[src/rtl/rr_grant_sched.sv]
// Round-robin grant scheduler: one owner at a time, held until release, last beat or hold timeout.
// Grant is presented as a binary mux select and as a one-hot acknowledge. A one-cycle GAP separates grants.

module rr_grant_lane #(
    parameter int IDX_WTH = 3,
    parameter int LANE    = 0
) (
    input  logic [IDX_WTH-1:0] i_ptr,
    input  logic               i_req,
    output logic               o_hi
);
    // Marks a request at or above the priority pointer (first half of the rotated scan).
    assign o_hi = i_req && (IDX_WTH'(LANE) >= i_ptr);
endmodule

module rr_grant_sched #(
    parameter int REQ_NUM  = 8,
    parameter int IDX_WTH  = 3,
    parameter int MAX_HOLD = 64,
    parameter int CNT_WTH  = 7
) (
    input  logic               clk_i,
    input  logic               rst_i,
    input  logic [REQ_NUM-1:0] req_i,
    input  logic               last_i,
    output logic               gnt_vld_o,
    output logic [IDX_WTH-1:0] gnt_idx_o,
    output logic [REQ_NUM-1:0] gnt_oh_o,
    output logic               timeout_o,
    output logic               busy_o
);
    typedef enum logic [1:0] {S_IDLE, S_GRANT, S_GAP} state_t;

    localparam logic [IDX_WTH-1:0] LAST_IDX = IDX_WTH'(REQ_NUM - 1);
    localparam logic [CNT_WTH-1:0] CNT_TOP  = CNT_WTH'(MAX_HOLD - 1);

    state_t             r_state;
    logic [IDX_WTH-1:0] r_ptr;
    logic [CNT_WTH-1:0] r_cnt;
    logic               r_gnt_vld;
    logic [IDX_WTH-1:0] r_gnt_idx;
    logic [REQ_NUM-1:0] r_gnt_oh;
    logic               r_timeout;
    logic               r_busy;

    logic [REQ_NUM-1:0] w_hi;
    logic [REQ_NUM-1:0] w_pick;
    logic [IDX_WTH-1:0] w_win;
    logic [REQ_NUM-1:0] w_win_oh;
    logic               w_any;
    logic               w_own_req;
    logic               w_hold_top;
    logic               w_release;
    logic               w_timeout;
    logic [IDX_WTH-1:0] w_ptr_nxt;

    genvar g;
    generate
        for (g = 0; g < REQ_NUM; g++) begin : g_lane
            rr_grant_lane #(.IDX_WTH(IDX_WTH), .LANE(g)) u_lane (
                .i_ptr (r_ptr),
                .i_req (req_i[g]),
                .o_hi  (w_hi[g])
            );
        end
    endgenerate

    // Rotated scan: lowest request at/above ptr wins, else wrap to lowest request overall.
    always_comb begin
        w_any  = |req_i;
        w_pick = (|w_hi) ? w_hi : req_i;
        w_win  = '0;
        for (int k = REQ_NUM - 1; k >= 0; k--) begin
            if (w_pick[k]) w_win = IDX_WTH'(k);
        end
        w_win_oh = REQ_NUM'(1) << w_win;
    end

    assign w_own_req  = req_i[r_gnt_idx];
    assign w_hold_top = (r_cnt == CNT_TOP);
    assign w_release  = !w_own_req || last_i || w_hold_top;
    assign w_timeout  = w_hold_top && w_own_req && !last_i;
    assign w_ptr_nxt  = (r_gnt_idx == LAST_IDX) ? '0 : r_gnt_idx + 1'b1;

    always_ff @(posedge clk_i) begin
        if (!rst_i) begin
            r_state   <= S_IDLE;
            r_ptr     <= '0;
            r_cnt     <= '0;
            r_gnt_vld <= 1'b0;
            r_gnt_idx <= '0;
            r_gnt_oh  <= '0;
            r_timeout <= 1'b0;
            r_busy    <= 1'b0;
        end else begin
            r_timeout <= 1'b0;
            case (r_state)
                S_GRANT: begin
                    if (w_release) begin
                        r_state   <= S_GAP;
                        r_gnt_vld <= 1'b0;
                        r_gnt_oh  <= '0;
                        r_ptr     <= w_ptr_nxt;
                        r_timeout <= w_timeout;
                        r_busy    <= 1'b1;
                    end else begin
                        r_cnt <= r_cnt + 1'b1;
                    end
                end
                default: begin
                    // IDLE and GAP arbitrate identically; GAP simply sees the advanced ptr.
                    if (w_any) begin
                        r_state   <= S_GRANT;
                        r_gnt_vld <= 1'b1;
                        r_gnt_idx <= w_win;
                        r_gnt_oh  <= w_win_oh;
                        r_cnt     <= '0;
                        r_busy    <= 1'b1;
                    end else begin
                        r_state <= S_IDLE;
                        r_busy  <= 1'b0;
                    end
                end
            endcase
        end
    end

    assign gnt_vld_o = r_gnt_vld;
    assign gnt_idx_o = r_gnt_idx;
    assign gnt_oh_o  = r_gnt_oh;
    assign timeout_o = r_timeout;
    assign busy_o    = r_busy;

endmodule

[config.mk]
export PLATFORM = sky130hd
export DESIGN_NAME = rr_grant_sched
export DESIGN_NICKNAME = d
export VERILOG_FILES = /design/src/rtl/rr_grant_sched.sv
export SDC_FILE = /design/constraint.sdc
export NUM_CORES = 1
export LEC_CHECK = 0
export BUFFER_PORTS_ARGS = -buffer_cell sky130_fd_sc_hd__buf_2
export CORE_AREA = 5 5 59 67
export CTS_BUF_LIST = sky130_fd_sc_hd__clkbuf_8
export DETAILED_ROUTE_END_ITERATION = 7
export DIE_AREA = 0 0 64 72
export HOLD_SLACK_MARGIN = 0.1
export PLACE_DENSITY = 0.72
export SYNTH_ARGS = -nofsm -noshare
export SYNTH_HDL_FRONTEND = slang
export SYNTH_SLANG_ARGS = --single-unit
[constraint.sdc]
create_clock -name clk_i -period 1.94 [get_ports clk_i]
set_clock_uncertainty 0.05 [all_clocks]
set_input_delay 0.194 -clock clk_i [delete_from_list [all_inputs] [get_ports clk_i]]
set_output_delay 0.194 -clock clk_i [all_outputs]
set_load 0.01 [all_outputs]
# ---- Yosys cells after proc, flatten, opt, wreduce, memory -nomap -nowiden
# Index checks and enable logic that the tools add are counted.
dict set report word_totals {
  regBits 26
  inputBits 11
  output_inout_bits 14
  word_cells 75
}
dict set report op_classes {
  addsub 2
  order_cmp 9
  n_eq_ne 5
  shifts 1
  n_mux 27
  n_bitwise 1
  reduce_logical 22
}
# operator n
set op_table {}
lappend op_table {{$mux W8} 4}
lappend op_table {{$mux W3} 9}
lappend op_table {{$mux W7} 3}
lappend op_table {{$reduce_or A8 Y1} 2}
lappend op_table {{$ge A3 B3 Y1 const A} 4}
lappend op_table {{$logic_and A1 B1 Y1} 10}
lappend op_table {{$mux W1} 8}
lappend op_table {{$reduce_and A2 Y1} 4}
lappend op_table {{$shl A1 B3 Y8 const A} 1}
lappend op_table {{$add A7 B1 Y7 const B} 1}
lappend op_table {{$eq A7 B6 Y1 const B} 1}
lappend op_table {{$ge A1 B3 Y1 const A} 2}
lappend op_table {{$ge A2 B3 Y1 const A} 2}
lappend op_table {{$lt A3 B4 Y1 const B} 1}
lappend op_table {{$mux W2} 2}
lappend op_table {{$ne A2 B2 Y1 const B} 2}
lappend op_table {{$add A3 B1 Y3 const B} 1}
lappend op_table {{$bmux W1 S3} 1}
lappend op_table {{$eq A3 B3 Y1 const B} 1}
lappend op_table {{$reduce_and A3 Y1} 1}
lappend op_table {{$eq A2 B1 Y1 const B} 1}
lappend op_table {{$logic_not A1 Y1} 2}
lappend op_table {{$logic_or A1 B1 Y1} 2}
lappend op_table {{$reduce_bool A2 Y1} 1}
lappend op_table {{$not A1 Y1} 1}

# ---- Logic depth before layout (Yosys ltp)
dict set report logic_depth {
  word_depth 15
  ltp_mapped 8
  mapped_depth_nobuf 6
}

# ---- Cells and area by module
# A second synthesis with hierarchy kept.
dict set report hier_totals {
  cells_unflattened 170
  hier_area_um2 1487.7
}
# module n_inst cells_per_inst area_each_um2 seq_area_each_um2
set by_module_without_submodules {}
lappend by_module_without_submodules {rr_grant_sched 1 159 1390.1 520.5}
lappend by_module_without_submodules {{rr_grant_lane at g_lane[2].u_lane} 1 2 16.3 0.0}
lappend by_module_without_submodules {{rr_grant_lane at g_lane[0].u_lane} 1 1 15.0 0.0}
lappend by_module_without_submodules {{rr_grant_lane at g_lane[3].u_lane} 1 1 13.8 0.0}
lappend by_module_without_submodules {{rr_grant_lane at g_lane[1].u_lane} 1 1 12.5 0.0}
lappend by_module_without_submodules {{rr_grant_lane at g_lane[4].u_lane} 1 2 11.3 0.0}
lappend by_module_without_submodules {{rr_grant_lane at g_lane[5].u_lane} 1 1 11.3 0.0}
lappend by_module_without_submodules {{rr_grant_lane at g_lane[6].u_lane} 1 2 10.0 0.0}
lappend by_module_without_submodules {{rr_grant_lane at g_lane[7].u_lane} 1 1 7.5 0.0}

# ---- Worst setup path before layout
# Ideal clock, no wire load.
dict set report synth_path {
  path_kind {register to register}
  start {register r_gnt_idx[0], in the netlist gnt_idx_o[0]}
  end {register r_cnt[4]}
  arrival_ps 1901
  t_required_ps 1776
  path_slack_ps -126
  path_stages_with_launch 8
  n_path_buf 1
  synth_period_minus_slack_ps 2066
  path_cell_list {dfxtp_1 -> mux4_2 -> mux2_2 -> and3_1 -> buf_6 -> nand4_1 -> xor2_1 -> nor2_1}
}
dict set report synth_via {
  elab_chain_cells 7
}
# item line
set synth_rtl {}
lappend synth_rtl {{start, declared} 41} ;# logic [IDX_WTH-1:0] r_gnt_idx;
lappend synth_rtl {{start signal, assigned} 115} ;# r_gnt_idx <= w_win;
lappend synth_rtl {{$bmux W1 S3} 79} ;# assign w_own_req = req_i[r_gnt_idx];
lappend synth_rtl {{$mux W1 (implied by the code)} 79}
lappend synth_rtl {{$logic_not A1 Y1} 81} ;# assign w_release = !w_own_req || last_i || w_hold_top;
lappend synth_rtl {{$logic_or A1 B1 Y1 (2 in a row)} 81}
lappend synth_rtl {{$ne A2 B2 Y1 (no line)} n/a}
lappend synth_rtl {{$reduce_and A2 Y1 (no line)} n/a}
lappend synth_rtl {{end signal, assigned} 107} ;# r_cnt <= r_cnt + 1'b1;
lappend synth_rtl {{end, declared} 39} ;# logic [CNT_WTH-1:0] r_cnt;
# Every way passes these cells. The select of a mux whose other input is x is not followed.
# A chain may end at the register's enable or synchronous reset.

# ---- Worst setup path in the final report
dict set report layout_path {
  start {register r_ptr[2]}
  end {register r_gnt_oh[1], in the netlist gnt_oh_o[1]}
}
dict set report layout_via {
  elab_chain_cells 15
}
# item line
set layout_rtl {}
lappend layout_rtl {{start, declared} 38} ;# logic [IDX_WTH-1:0] r_ptr;
lappend layout_rtl {{start signal, assigned} 103} ;# r_ptr <= w_ptr_nxt;
lappend layout_rtl {{$ge A1 B3 Y1 (tied with other cells)} 13} ;# assign o_hi = i_req && (IDX_WTH'(LANE) >= i_ptr);
lappend layout_rtl {{$logic_and A1 B1 Y1} 13}
lappend layout_rtl {{$reduce_or A8 Y1} 71} ;# w_pick = (|w_hi) ? w_hi : req_i;
lappend layout_rtl {{$mux W8 (*)} 71}
lappend layout_rtl {{$mux W3 (7 in a row)} 74} ;# if (w_pick[k]) w_win = IDX_WTH'(k);
lappend layout_rtl {{$mux W3 (*)} 74}
lappend layout_rtl {{$shl A1 B3 Y8 (*)} 76} ;# w_win_oh = REQ_NUM'(1) << w_win;
lappend layout_rtl {{$mux W8 (*)} 112} ;# if (w_any) begin
lappend layout_rtl {{$mux W8 (*)} 97} ;# case (r_state)
lappend layout_rtl {{end signal, assigned} 116} ;# r_gnt_oh <= w_win_oh;
lappend layout_rtl {{end, declared} 42} ;# logic [REQ_NUM-1:0] r_gnt_oh;
# Mark *: on every way between the ends. The rest lies on a longest branch, timed or not. The select of a mux whose other input is x is not followed.

==> flow_metrics.env <==
export IMPL_grt_pass1_vias=1543
export IMPL_antenna_found_initial=0
export IMPL_wirelength_mm=4.35
export IMPL_drv_slew=0
export IMPL_fmax_mhz=507
export IMPL_peakVddDrop_v=0.000786
export IMPL_path_class="flop to flop"
export IMPL_dieHeight_um=72
export IMPL_reg2reg_depth=6
export IMPL_grt_use_total_pct=18.8
export IMPL_cp_end_kind="flop"
export IMPL_fillerInstances=272
export IMPL_period_share_pct=102
export IMPL_cts_root_buf="clkbuf_8"
export IMPL_drtAntennaViolNets=0
export IMPL_status="finished with violations"
export IMPL_hp_class="input port to flop"
export IMPL_insertion_delay_ns=0.27
export IMPL_cts_buffer_depth=2
export IMPL_drc=0
export IMPL_synth_area_mm2=0.00153
export IMPL_cp_max_fo=6
export IMPL_setup_ws_ns=-0.0312
export IMPL_n_antenna_cell=0
export IMPL_holdPathStages=4
export IMPL_grt_ovfl_total=0
export IMPL_wire_per_inst_um=17.1
export IMPL_num_rows=22
export IMPL_maxSlewHeadroom_pct=63.7
export IMPL_r2r_slack_ns=-0.03
export IMPL_crit_start="r_ptr[2]$_SDFFE_PN0P_"
export IMPL_violations="setup timing"
export IMPL_utilization_pct=65.1
export IMPL_die_w_um=64
export IMPL_regToRegEndpoint="gnt_oh_o[1]$_SDFFE_PN0P_"
export IMPL_cap_violations=0
export IMPL_h_tree_depth=1
export IMPL_synth_seq_cells=26
export IMPL_ctsHoldBuffers=0
export IMPL_r2r_start="r_ptr[2]$_SDFFE_PN0P_"
export IMPL_synth_cell_type_count=59
export IMPL_io_buffers=24
export IMPL_p_per_area_mw_per_mm2=678
export IMPL_startpoint_type="flop"
export IMPL_numCtsBuffers=3
export IMPL_drive_gt1_share_pct=45.9
export IMPL_place_hpwl_mm=3.30
export IMPL_synth_top_flop_cell="dfxtp_1"
export IMPL_finalNetCount=233
export IMPL_vias=1483
export IMPL_synthArstFlopShare_pct=0
export IMPL_yosysWarnings=0
export IMPL_worstPathRequired_ns=2.06
export IMPL_drtPass1Iterations=4
export IMPL_initial_core_util_pct=47.6
export IMPL_fin_crit_ns=1.97
export IMPL_rsz0062_at_grt="yes"
export IMPL_cts_tree="yes"
export IMPL_crit_end="gnt_oh_o[1]$_SDFFE_PN0P_"
export IMPL_coreArea_mm2=0.00322
export IMPL_syn_inst=167
export IMPL_gp_congestion=0.901
export IMPL_avgSynthCellArea_um2=9.18
export IMPL_hold_viol=0
export IMPL_io_pins=25
export IMPL_via_per_inst=5.84
export IMPL_worstMarginPinSlew_ns=0.545
export IMPL_area_delta_synth_final_pct=36.7
export IMPL_synth_nets=181
export IMPL_cp_arrival_ns=2.09
export IMPL_finalSetupViolCount=2
export IMPL_clkTransAtPathRegs_ns=0.09
export IMPL_place_ws_ns=-0.200
export IMPL_synth_edf_count=0
export IMPL_dieArea_mm2=0.00461
export IMPL_p_leak_uw=0.000893
export IMPL_dr_first_iter_drc_count=94
export IMPL_ys_seq_area_share_pct=34.0
export IMPL_grt_max_degree=16
export IMPL_grt_pass1_wl_mm=7.09
export IMPL_clock_sinks=26
[cell type report]
type	count	area [um2]	area share (%)
Multi-Input combinational cell	128	1070	50.9
Inverter	6	25.0	1.19
Tap cell	36	45.0	2.15
Timing Repair Buffer	54	353	16.8
Clock buffer	3	41.3	1.97
Sequential cell	26	536	25.6
Clock inverter	1	30.0	1.43
[power by group]
| part | switching [uW] | total, uW | internal [uW] |
|---|---|---|---|
| logic | 209 | 389 | 180 |
| clock network | 167 | 443 | 276 |
| registers | 28.4 | 588 | 560 |
[cell families (layout without fill, tap and decap cells)]
logic type	count (synthesis)	in the layout	synth area share, %
adder cells (fa/ha/maj)	3	3	2.45
multiplexers	4	4	4.33
buffers and inverters	13	64	4.73
XOR/XNOR	5	5	2.86
flip-flops	26	26	34.0
AO/OA/AOI/OAI	47	47	27.5
AND/OR/NAND/NOR	69	69	24.2
[routing by layer]
metal / vias to the layer above / share of wire [%] / track usage (%)
li1: 728 / - / -
met1: 717 / 41 / 21.4
met2: 30 / 53 / 34.4
met3: 8 / 4.2 / 3.56
met4: 0 / 1.8 / 6.70
met5: - / 0 / 0
[stage by stage]
step	TNS, ns	cell area, um2	std cells	total power, uW	hold WS (ns)
floorplan	0	1540	167	795	0.306
global placement	-0.669	1850	246	916	0.386
detailed placement	-1.42	1850	246	925	0.389
CTS	-0.0439	1980	252	1380	0.221
global route	-0.813	2100	254	1480	0.224
finish	-0.0336	2100	254	1420	0.219
[worst max-delay path, stage by stage (launching register included)]
cell      delay [ns]
dfxtp_4         0.39
inv_4           0.05
o32ai_4         0.42
nand4_1         0.20
a22oi_2         0.35
a221oi_4        0.14
a32o_1          0.28
[Yosys cell counts (all sizes together) (4+ instances only)]
| cell | instances | area [um2] |
|---|---|---|
| a21oi | 6 | 30.0 |
| o41ai | 4 | 61.3 |
| dfxtp | 26 | 521 |
| o21ai | 8 | 40.0 |
| buf | 5 | 42.5 |
| nand4 | 5 | 31.3 |
| nor2 | 17 | 71.3 |
| nand2 | 19 | 78.8 |
| nor2b | 6 | 37.5 |
| inv | 6 | 22.5 |
| xor2 | 4 | 35.0 |
[timing repair]
action	4_1_cts	5_1_grt
gates resized for setup	11	22
pin swaps	4	17
cloned	0	0
setup endpoints to repair	19	17
setup buffers	2	2
[state kept, by name, indices dropped and copies added (netlist names)]
register,flops
gnt_idx_o,3
gnt_oh_o,8
r_ptr,3
timeout_o,1
gnt_vld_o,1
r_cnt,7
busy_o,1
r_state,2
[worst min-delay path by stage]
stage / slack (ns) / end / from
2_1_floorplan: 0.31 / r_cnt[0]$_SDFFE_PN0P_ / rst_i
3_3_place_gp: 0.39 / gnt_oh_o[2]$_SDFFE_PN0P_ / gnt_oh_o[2]$_SDFFE_PN0P_
3_5_place_dp: 0.39 / r_cnt[6]$_SDFFE_PN0P_ / r_cnt[6]$_SDFFE_PN0P_
4_1_cts: 0.22 / timeout_o$_SDFF_PN0_ / last_i
5_1_grt: 0.22 / timeout_o$_SDFF_PN0_ / last_i
6_report: 0.22 / timeout_o$_SDFF_PN0_ / last_i
[cells in the final DEF (no fill, tap or decap), drive strengths merged, types with 4 or more instances in the layout]
| cell type | instances |
|---|---|
| nor2b | 6 |
| xor2 | 4 |
| buf | 54 |
| o21ai | 8 |
| inv | 6 |
| a21oi | 6 |
| o41ai | 4 |
| dfxtp | 26 |
| nand4 | 5 |
| nand2 | 19 |
| nor2 | 17 |
No activity file was read; power rests on OpenSTA's default activity.
